<file path="src/rtl/pacman_sprite_pkg.sv">
// pacman_sprite_pkg: shared constants and types for the Pac-man sprite renderer.
package pacman_sprite_pkg;
   localparam int SPRITE_DIM = 16;
   localparam logic [5:0] TRANSPARENT_IDX = 6'd0;
   typedef enum logic [1:0] {DIR_RIGHT, DIR_LEFT, DIR_UP, DIR_DOWN} dir_t;
   typedef logic [7:0] sprite_addr_t;
endpackage

</file>
<file path="src/rtl/sprite_addr_xform.sv">
// sprite_addr_xform: maps in-box sprite offsets and facing direction to a sprite RAM address.
module sprite_addr_xform
   import pacman_sprite_pkg::*;
#(
   parameter int DIM = SPRITE_DIM
) (
   input  logic [$clog2(DIM)-1:0] dx,
   input  logic [$clog2(DIM)-1:0] dy,
   input  dir_t                   dir,
   output sprite_addr_t           addr
);
   localparam int AW = $clog2(DIM);
   localparam logic [AW-1:0] M = AW'(DIM - 1);
   logic [AW-1:0] u, v;
   always_comb begin
      u = (dir == DIR_RIGHT) ? dx : (dir == DIR_LEFT) ? M - dx : dy;
      v = (dir == DIR_UP) ? M - dx : (dir == DIR_DOWN) ? dx : dy;
   end
   assign addr = sprite_addr_t'({v, u});
endmodule

</file>
<file path="src/rtl/pacman_sprite_renderer.sv">
// pacman_sprite_renderer: sprite RAM addressing and 3-cycle pixel pipeline for Pac-man.
// Define SPRITE_SCALE2_EN for a 2x pixel-doubled on-screen sprite.
module pacman_sprite_renderer #(
   parameter int         SPRITE_DIM      = pacman_sprite_pkg::SPRITE_DIM,
   parameter int         COORD_W         = 10,
   parameter logic [5:0] TRANSPARENT_IDX = pacman_sprite_pkg::TRANSPARENT_IDX
) (
   input  logic               Clk,
   input  logic               Reset_n,
   input  logic               frame_start,
   input  logic               pix_valid,
   input  logic [COORD_W-1:0] DrawX,
   input  logic [COORD_W-1:0] DrawY,
   input  logic [COORD_W-1:0] PosX,
   input  logic [COORD_W-1:0] PosY,
   input  logic [1:0]         dir,
   output logic [7:0]         ram_addr,
   input  logic [5:0]         ram_data,
   output logic               out_valid,
   output logic               pix_hit,
   output logic [5:0]         pix_index
);
   localparam int AW = $clog2(SPRITE_DIM);
`ifdef SPRITE_SCALE2_EN
   localparam int BOX = 2 * SPRITE_DIM;
`else
   localparam int BOX = SPRITE_DIM;
`endif
   logic [COORD_W-1:0] sh_x, sh_y;
   pacman_sprite_pkg::dir_t sh_dir;
   pacman_sprite_pkg::sprite_addr_t addr;
   logic [COORD_W:0] dx, dy;
   logic [AW-1:0] du, dv;
   logic in_box, hit, v1, box1, v2, box2;
   // The extra MSB makes left/above offsets huge, so they fail the box test instead of wrapping.
   assign dx = {1'b0, DrawX} - {1'b0, sh_x};
   assign dy = {1'b0, DrawY} - {1'b0, sh_y};
   assign in_box = pix_valid && dx < (COORD_W + 1)'(BOX) && dy < (COORD_W + 1)'(BOX);
`ifdef SPRITE_SCALE2_EN
   assign du = dx[AW:1];
   assign dv = dy[AW:1];
`else
   assign du = dx[AW-1:0];
   assign dv = dy[AW-1:0];
`endif
   assign hit = box2 && ram_data != TRANSPARENT_IDX;
   sprite_addr_xform #(.DIM(SPRITE_DIM)) u_xform (
      .dx  (du),
      .dy  (dv),
      .dir (sh_dir),
      .addr(addr)
   );
   always_ff @(posedge Clk or negedge Reset_n) begin
      if (!Reset_n) begin
         sh_x      <= '0;
         sh_y      <= '0;
         sh_dir    <= pacman_sprite_pkg::DIR_RIGHT;
         ram_addr  <= '0;
         v1        <= 1'b0;
         box1      <= 1'b0;
         v2        <= 1'b0;
         box2      <= 1'b0;
         out_valid <= 1'b0;
         pix_hit   <= 1'b0;
         pix_index <= '0;
      end else begin
         if (frame_start) begin
            sh_x   <= PosX;
            sh_y   <= PosY;
            sh_dir <= pacman_sprite_pkg::dir_t'(dir);
         end
         if (in_box) ram_addr <= addr;
         v1        <= pix_valid;
         box1      <= in_box;
         v2        <= v1;
         box2      <= box1;
         out_valid <= v2;
         pix_hit   <= hit;
         pix_index <= hit ? ram_data : '0;
      end
   end
endmodule
</file>
<file path="config.mk">
export PLATFORM = sky130hd
export DESIGN_NAME = pacman_sprite_renderer
export DESIGN_NICKNAME = d
export VERILOG_FILES = /design/src/rtl/pacman_sprite_pkg.sv /design/src/rtl/sprite_addr_xform.sv /design/src/rtl/pacman_sprite_renderer.sv
export SDC_FILE = /design/constraint.sdc
export NUM_CORES = 1
export LEC_CHECK = 0
export ABC_AREA = 1
export BUFFER_PORTS_ARGS = -buffer_cell sky130_fd_sc_hd__buf_2
export CAP_MARGIN = 20
export CORE_MARGIN = 1.5
export CORE_UTILIZATION = 50
export DETAILED_ROUTE_END_ITERATION = 8
export PLACE_DENSITY = 0.75
export SLEW_MARGIN = 15
export SYNTH_ARGS = -nofsm -noshare
export SYNTH_HDL_FRONTEND = slang
export SYNTH_SLANG_ARGS = --single-unit
</file>
<file path="constraint.sdc">
create_clock -name Clk -period 6 [get_ports Clk]
set_clock_uncertainty 0.05 [all_clocks]
set_input_delay 0.3 -clock Clk [delete_from_list [all_inputs] [get_ports Clk]]
set_output_delay 0.3 -clock Clk [all_outputs]
set_load 0.005 [all_outputs]
</file>
== Word level (Yosys, flattened, before mapping) ==
Cells that the tools add are included.
Cells by class
  add/subtract/negate cells: 3
  order comparisons: 2
  equality and inequality tests: 3
  mux-type cells: 5
  reduce and logical (&&, ||, !) cells: 5
Operators with widths (number)
  $lt 11x5->1 const B: 2
  $sub 10x10->11: 2
  $mux 4: 4
  $mux 6: 1
  $reduce_bool 6->1: 1
  $eq 2x2->1 const B: 2
  $sub 4x4->4 const A: 1
  $logic_and 1x1->1: 3
  $eq 2x1->1 const B: 1
  $logic_not 2->1: 1
Word-level totals
  bits in registers: 42
  output and inout port bits: 16
  word-level logic and storage cells: 29

== Longest topological paths before layout ==
Gate-level depths: netlist (run 1).
  depth after elaboration: 4
  depth in mapped cells: 16

== Hierarchy ==
From an unflattened synthesis (run 1), not the netlist that was laid out.
Second synthesis, totals
  cells, all modules: 410
  area total of the unflattened synthesis: 2942.8 um^2
Modules (own cells, without submodules)
  pacman_sprite_renderer: instances 1, cells each 369, area each 2746.4 um^2
  sprite_addr_xform: instances 1, cells each 41, area each 196.4 um^2

== Worst setup path before layout (run 1) ==
Ideal clock, no wire load.
  path type: flip-flop to flip-flop
  from: reg sh_x[0]
  to: reg ram_addr[0]
  setup time: 0.118 ns
  data arrival time: 1.887 ns
  slack: 3.946 ns
  stages on the path, launching flop included: 15
  clock period less this slack: 2.054 ns
  path through: dfrtp_1 > ha_1 > fa_1 > inv_1 > nand2_1 > nand2_1 > nand3_1 > nand2_1 > nand2_1 > nand2_1 > nand3_1 > nor2_1 > nand3_4 > nand2_1 > nand2_1
Between the ends
  cells in the longest elaborated chain, start to end: 4
RTL lines
  start, declared: line pacman_sprite_renderer.sv:29  | logic [COORD_W-1:0] sh_x, sh_y;
  start signal, assigned: line pacman_sprite_renderer.sv:68  | sh_x <= PosX;
  $sub 10x10->11 *: line pacman_sprite_renderer.sv:36  | assign dx = {1'b0, DrawX} - {1'b0, sh_x};
  $lt 11x5->1 / $sub 4x4->4 (equally long branches): line pacman_sprite_renderer.sv:38, sprite_addr_xform.sv:16
  $logic_and 1x1->1 / $mux 4 (equally long branches) (2 in a row): line pacman_sprite_renderer.sv:38, sprite_addr_xform.sv:16
  end signal, assigned: line pacman_sprite_renderer.sv:72  | if (in_box) ram_addr <= addr;
  end, declared: line pacman_sprite_renderer.sv:17  | output logic [7:0] ram_addr,
Every way passes the cells marked *; elsewhere a longest branch is shown, timed or not.
A chain may end at the register's enable or synchronous reset.

== Worst setup path in the final report (run 1) ==
  from: reg sh_y[0]
  to: reg ram_addr[1]
Between the ends
  cells in the longest elaborated chain, start to end: 3
RTL lines
  start, declared: line pacman_sprite_renderer.sv:29
  start signal, assigned: line pacman_sprite_renderer.sv:69  | sh_y <= PosY;
  $sub 10x10->11 *: line pacman_sprite_renderer.sv:37  | assign dy = {1'b0, DrawY} - {1'b0, sh_y};
  $lt 11x5->1 / $mux 4 (equally long branches): line pacman_sprite_renderer.sv:38, sprite_addr_xform.sv:16
  $logic_and 1x1->1 / $mux 4 (equally long branches): line pacman_sprite_renderer.sv:38, sprite_addr_xform.sv:16
Marks and branches as above.

==> results of run 1 <==
==> how the worst max path moves through the flow <==
stage,start,end,slack [ns],cells past startpoint
2_1_floorplan,sh_x[0]$_DFFE_PN0P_,ram_addr[0]$_DFFE_PN0P_,3.95,14
3_3_place_gp,DrawX[0],ram_addr[1]$_DFFE_PN0P_,3.75,16
3_5_place_dp,DrawX[0],ram_addr[1]$_DFFE_PN0P_,3.69,16
5_1_grt,sh_y[0]$_DFFE_PN0P_,ram_addr[7]$_DFFE_PN0P_,3.51,14
6_report,sh_y[0]$_DFFE_PN0P_,ram_addr[1]$_DFFE_PN0P_,3.72,14
4_1_cts,sh_y[0]$_DFFE_PN0P_,ram_addr[1]$_DFFE_PN0P_,3.71,14
==> power groups by stage <==
stage / clock network, W / registers [W] / logic [W]
final: 0.000224 / 0.000304 / 0.000261
after global routing: 0.000244 / 0.000305 / 0.000299
after CTS: 0.000227 / 0.000304 / 0.000260
after detailed placement: 0 / 0.000310 / 0.000257
after global placement: 0 / 0.000309 / 0.000250
after floorplan: 0 / 0.000307 / 0.000191
==> per-layer routing <==
metal / routed length [um] / global-route usage
met5: 0 / 0
met4: 121 / 0.0702
met3: 323 / 0.0457
met2: 3070 / 0.386
met1: 2920 / 0.279
==> through the flow <==
stage                      util  cells  hold WS, ns
after detailed placement  0.597    551        0.290
after floorplan               -    418      -0.0456
after CTS                 0.616    559       0.0952
final                     0.616    559       0.0865
after global placement    0.597    551        0.284
after global routing      0.616    559       0.0838
==> cell usage in the layout, fill, tap and decap left out, types with 2 or more instances in the layout <==
| master | instances |
|---|---|
| nand3_4 | 2 |
| nor2_2 | 5 |
| inv_1 | 80 |
| mux2_2 | 2 |
| a21oi_1 | 11 |
| buf_2 | 67 |
| ha_1 | 20 |
| o21ai_0 | 22 |
| o221ai_1 | 4 |
| dfrtp_1 | 42 |
| nand3_1 | 26 |
| nand3b_1 | 3 |
| nand4_1 | 6 |
| nand2_2 | 5 |
| nand2_1 | 142 |
| xnor2_1 | 3 |
| nor2_1 | 26 |
| clkbuf_8 | 5 |
| o22ai_1 | 2 |
| fa_1 | 2 |
==> worst reg2reg max path: cells and delay by family (launching register included) <==
kind                     cells  cell delay [ns]
AND/OR/NAND/NOR             11             1.04
adder cells (fa/ha/maj)      2             0.63
flip-flops                   1             0.39
buffers and inverters        1             0.09
==> area by class of cell <==
class                           count  area [um^2]
Multi-Input combinational cell    289         1550
Tap cell                           72         90.1
Fill cell                         546         2140
Timing Repair Buffer               67          335
Clock inverter                      2         37.5
Inverter                           81          304
Sequential cell                    42         1050
Clock buffer                        6         72.6
==> kinds of logic after synthesis <==
| family | Yosys count | share of synthesized area |
|---|---|---|
| fa+ha+maj | 22 | 0.0993 |
| compound gates | 41 | 0.0775 |
| simple gates | 220 | 0.332 |
| xor+xnor | 4 | 0.0120 |
| flops | 42 | 0.360 |
| buf+inv | 87 | 0.112 |
| mux | 2 | 0.00770 |
==> sequential cells by signal, summed over array words and instances, names as in the netlist <==
| name | cells |
|---|---|
| sh_x | 10 |
| v2 | 1 |
| ram_addr | 8 |
| pix_hit | 1 |
| box1 | 1 |
| out_valid | 1 |
| box2 | 1 |
| v1 | 1 |
| sh_y | 10 |
| pix_index | 6 |
| sh_dir | 2 |
==> run_results.csv, run 1 <==
group,metric,value,unit
status,outcome,"finished, final reports clean",
timing,report.final.slew_viol_count,0,
hold_path,hold_path_class,"input port to async pin",
floorplan,rows,27,
pwr,p_per_area,230,mW/mm^2
timing,finalSetupViolations,0,
logic_synthesis,synth_area_per_cell,6.99,um^2
logic_synthesis,syn_inst,418,
pwr,power_switching,0.000273,W
critical_path,cp_max_fo,9,
critical_path,critPathCaptureType,"flop",
logic_synthesis,syn-num-nets,492,
critical_path,critPathMaxStageDelay,0.40,ns
cells_and_area,fin_nets,560,
run,maxCapViolCount,0,
floorplan,die_h,79.5,um
routing,drt_pass1_iterations,4,
timing,period_share,0.380,
logic_synthesis,synth_commonest_cells,"nand2_1 (142), inv_1 (80), dfrtp_1 (42)",
grt,track_usage,0.223,
placed_design,numPortBuffers,67,
logic_synthesis,ys.flop_type,"dfrtp_1",
timing,fmax,438,MHz
timing,final.setup.worst_slack,3.72,ns
cts,clockBufferDepth,2,
timing,hold_viol,0,
critical_path,worstRegToRegCells,14,
grt,grt_pass1_wl,11.2,mm
critical_path,path_class,"flop to flop",
critical_path,r2r-end,"ram_addr[1]$_DFFE_PN0P_",
logic_synthesis,synth_edf_count,0,
floorplan,dieArea,0.00631,mm^2
pwr,finalPower,0.000789,W
timing,slew-limit-headroom,0.380,
grt,grt_max_degree,43,
placed_design,gp_congestion,0.850,
pwr,comb_power_share,0.331,
routing,wire_per_inst,11.5,um
pwr,switching_share,0.345,
cts,clkTransAtPathRegs,0.08,ns
critical_path,startpoint_type,"flop",
logic_synthesis,yosys_warnings,0,
cts,postCtsSetupRepairBufs,0,
cts,cts_tree,"yes",
pwr,clock_power_share,0.284,
cts,cts_buffers,5,
routing,drcViolationCount,0,
routing,vias_per_cell,4.94,
cts,h-tree-depth,2,
timing,rsz0062_at_grt,"false",
critical_path,crit_required,6.14,ns
critical_path,cp.arrival,2.42,ns
critical_path,rr_startpoint,"sh_y[0]$_DFFE_PN0P_",
cells_and_area,antenna_cells,0,
timing,fin_tns_setup,0,ns
pwr,p_leak,2.06,nW
critical_path,critPathTopFamily,"simple AND/OR/NAND/NOR gates",
grt,grt-ovfl-total,0,
cts,worstSkewPairLatency,0.30,ns
routing,wl,6.43,mm
floorplan,initial_core_util,0.524,
critical_path,critPathBufInv,1,
routing,ant_nets,0,
logic_synthesis,yosysMostFrequentCell,"nand2_1",
logic_synthesis,synth_top_area_cell,"dfrtp_1",
floorplan,io_pins,68,
logic_synthesis,synth.area.top_cells,"dfrtp_1 (36%), nand2_1 (18%), inv_1 (10%)",
floorplan,coreArea,0.00557,mm^2
cells_and_area,final_cell_area,0.00344,mm^2
pwr,peakVddDrop,0.111,mV
pwr,p_seq_frac,0.385,
cells_and_area,drive_gt1_frac,0.187,
critical_path,r2r_setup_slack,3.72,ns
critical_path,crit_top_cell,"nand2_1",
logic_synthesis,yosysSeqAreaShare,0.360,
logic_synthesis,syn_area,0.00292,mm^2
critical_path,path_cells,"ha_1, fa_1, inv_1, nand3_1, nand2_1, nand2_1, nand2_1, nand2_1, nand2_2, nand3_4, nor2_8, nand3_4, nand2_1, nand2_1",
placed_design,dp_slack,3.69,ns
cts,ctsHoldBuffers,0,
cts,cts_resized,0,
cells_and_area,area_growth,17.6,%
critical_path,crit_path_top_delay_cell,"fa_1",
cts,clock-sinks,42,
routing,drtIter0Drc,132,
routing,vias,2759,
logic_synthesis,ys_types,28,
floorplan,die_w,79.5,um
cts,cts-root-buf,"clkbuf_8",
grt,antenna_found_initial,0,
logic_synthesis,async_reset_ff_frac,1.00,
timing,worstMarginPinSlew,0.930,ns
logic_synthesis,ys_seq_elements,42,
placed_design,dp_hpwl,5.06,mm
placed_design,postPlaceCellArea,0.00333,mm^2
logic_synthesis,yosys.area.top_type_share,0.360,
pwr,power.internal,0.000517,W
grt,grt_pass1_vias,2648,
timing,period_minus_slack,2.28,ns
(Power assumes the default switching activity.)
==> run 2: changes to the inputs <==
CORE_UTILIZATION = 49   (was 50)
PLACE_DENSITY = 0.77   (was 0.75)
clock period = 1.8 ns   (was 6 ns; I/O delays follow)
==> run_results.csv, run 2 (synthesis gave the netlist of run 1 again) <==
group,metric,value,unit
hold_path,hold_path_class,"input port to flop",
cells_and_area,antenna_cells,0,
pwr,finalPower,0.00277,W
cts,worstSkewPairLatency,0.30,ns
placed_design,gp_congestion,0.946,
placed_design,dp_hpwl,5.47,mm
grt,grt_max_degree,23,
floorplan,die_w,80.2,um
critical_path,path_class,"flop to flop",
pwr,power_switching,0.00101,W
grt,busiest_layer,"met2",
floorplan,die_h,80.2,um
critical_path,critPathCaptureType,"flop",
timing,finalSetupViolations,9,
grt,use_met2,0.442,
cts,cts_buffers,5,
cells_and_area,fillers,450,
grt,use_met3,0.0398,
timing,period_minus_slack,2.14,ns
pwr,p_per_area,675,mW/mm^2
status,outcome,"finished, violations left",
cts,cts_tree,"yes",
timing,period_share,1.19,
floorplan,rows,27,
cells_and_area,final_cell_mix,"nand2_1 (137), inv_1 (77), buf_2 (67)",
placed_design,dp_slack,-0.302,ns
floorplan,coreArea,0.00564,mm^2
routing,wl,7.51,mm
critical_path,crit_path_top_delay_cell,"dfrtp_1",
grt,track_usage,0.250,
critical_path,cp.arrival,2.28,ns
routing,drcViolationCount,0,
grt,grt_pass1_vias,2942,
routing,wire_per_inst,12.1,um
cells_and_area,final_common_cell,"nand2_1",
timing,final.setup.worst_slack,-0.338,ns
timing,report.final.slew_viol_count,0,
cells_and_area,area_growth,40.3,%
pwr,switching_share,0.364,
cts,cts-root-buf,"clkbuf_8",
cts,clkTransAtPathRegs,0.09,ns
floorplan,io_pins,68,
timing,slew-limit-headroom,0.679,
pwr,peakVddDrop,0.422,mV
cells_and_area,largestRegisters,"sh_x x10, sh_y x10, ram_addr x8",
floorplan,dieArea,0.00644,mm^2
timing,rsz0062_at_grt,"true",
pwr,comb_power_share,0.405,
cts,h-tree-depth,2,
floorplan,initial_core_util,0.518,
grt,antenna_found_initial,0,
grt,grtUsageMet1,0.319,
routing,drt_pass1_iterations,4,
status,violations,"negative setup slack",
timing,fmax,468,MHz
pwr,clock_power_share,0.229,
cells_and_area,final_util,0.727,
grt,grt_pass1_wl,12.7,mm
routing,ant_nets,0,
critical_path,cp_max_fo,4,
critical_path,crit_required,1.95,ns
pwr,power.internal,0.00176,W
cells_and_area,fin_nets,622,
pwr,p_leak,2.33,nW
routing,vias,3066,
critical_path,path_cells,"ha_2, fa_2, buf_4, buf_4, nor2_1, nor2_1, nor2_2, nand2_2, nor2_4, nand3_4, nand2_2, nand2_1",
routing,vias_per_cell,4.94,
routing,drtIter0Drc,101,
timing,worstMarginPinSlew,0.481,ns
critical_path,startpoint_type,"flop",
cells_and_area,drive_gt1_frac,0.270,
run,maxCapViolCount,0,
timing,hold_viol,0,
pwr,p_seq_frac,0.366,
grt,grt-ovfl-total,0,
cts,clockBufferDepth,2,
cts,clock-sinks,42,
critical_path,critPathMaxStageDelay,0.39,ns
placed_design,numPortBuffers,67,
-- run 2: changes by cell type in the layout (fill, tap and decap cells not counted), sizes merged --
cell	before	now
buf	67	98
dlygate4sd3	0	30
bufinv	1	0
clkbuf	6	5
clkinvlp	1	2
inv	80	81
nand3	29	30
-- run 2: worst paths after layout --
check / to / slack (ns) / from / cells past startpoint
worst max-delay path: ram_addr[7]$_DFFE_PN0P_ / -0.34 / sh_x[0]$_DFFE_PN0P_ / 12
worst min-delay path: sh_y[9]$_DFFE_PN0P_ / 0.13 / frame_start / 3
max in group asynchronous: sh_y[7]$_DFFE_PN0P_ / 0.99 / Reset_n / 3
worst max register to register: ram_addr[7]$_DFFE_PN0P_ / -0.34 / sh_x[0]$_DFFE_PN0P_ / 12
worst min register to register: v2$_DFF_PN0_ / 0.31 / v1$_DFF_PN0_ / 0
min in group asynchronous: box1$_DFF_PN0_ / 0.22 / Reset_n / 2
-- run 2: power by group through the flow --
| stage | combinational [W] | sequential [W] | clock (W) |
|---|---|---|---|
| 2_1_floorplan | 0.000646 | 0.00102 | 0 |
| 6_report | 0.00112 | 0.00101 | 0.000635 |
| 3_3_place_gp | 0.000963 | 0.00103 | 0 |
| 4_1_cts | 0.00107 | 0.00101 | 0.000653 |
| 5_1_grt | 0.00125 | 0.00102 | 0.000696 |
| 3_5_place_dp | 0.000987 | 0.00103 | 0 |
-- run 2: metal layers --
layer  wire length [um]  vias up  share of wire
met5                  0        -              0
met4                 85        0          0.011
met3                358       12          0.048
met2               3740      103           0.50
met1               3320     1400           0.44
li1                   -     1551              -
-- run 2: final cells by class --
type	instances	area (um^2)	share of cell area
inverter	81	304	0.0742
clock inverter	3	23.8	0.00580
multi-input combinational	290	1670	0.407
timing repair buffer	128	893	0.218
clock buffer	5	68.8	0.0168
sequential	42	1050	0.256
tap	72	90.1	0.0220
-- run 2: repair_timing --
| item | CTS | global route |
|---|---|---|
| cloned | 1 | 0 |
| endpoints found under the setup margin | 9 | 9 |
| hold buffers | 30 | 0 |
| gates resized for setup | 8 | 13 |
| endpoints found under the hold margin | 49 | 0 |
| buffers inserted | 1 | 1 |
| pin swaps | 4 | 8 |
-- run 2: critical path, delay by kind of cell (launching register included) --
kind	cells	cell delay (ns)
fa+ha+maj	2	0.53
buf+inv	2	0.27
simple gates	8	0.80
flops	1	0.39
-- run 2: stage by stage --
| step | instances | hold WS, ns | instance area, um^2 | TNS, ns |
|---|---|---|---|---|
| 3_5_place_dp | 580 | 0.0304 | 3590 | -2.52 |
| 4_1_cts | 620 | 0.123 | 4030 | -2.37 |
| 2_1_floorplan | 418 | -0.256 | 2940 | -1.42 |
| 3_3_place_gp | 580 | 0.0187 | 3590 | -2.02 |
| 6_report | 621 | 0.127 | 4100 | -2.87 |
| 5_1_grt | 621 | 0.136 | 4100 | -4.19 |
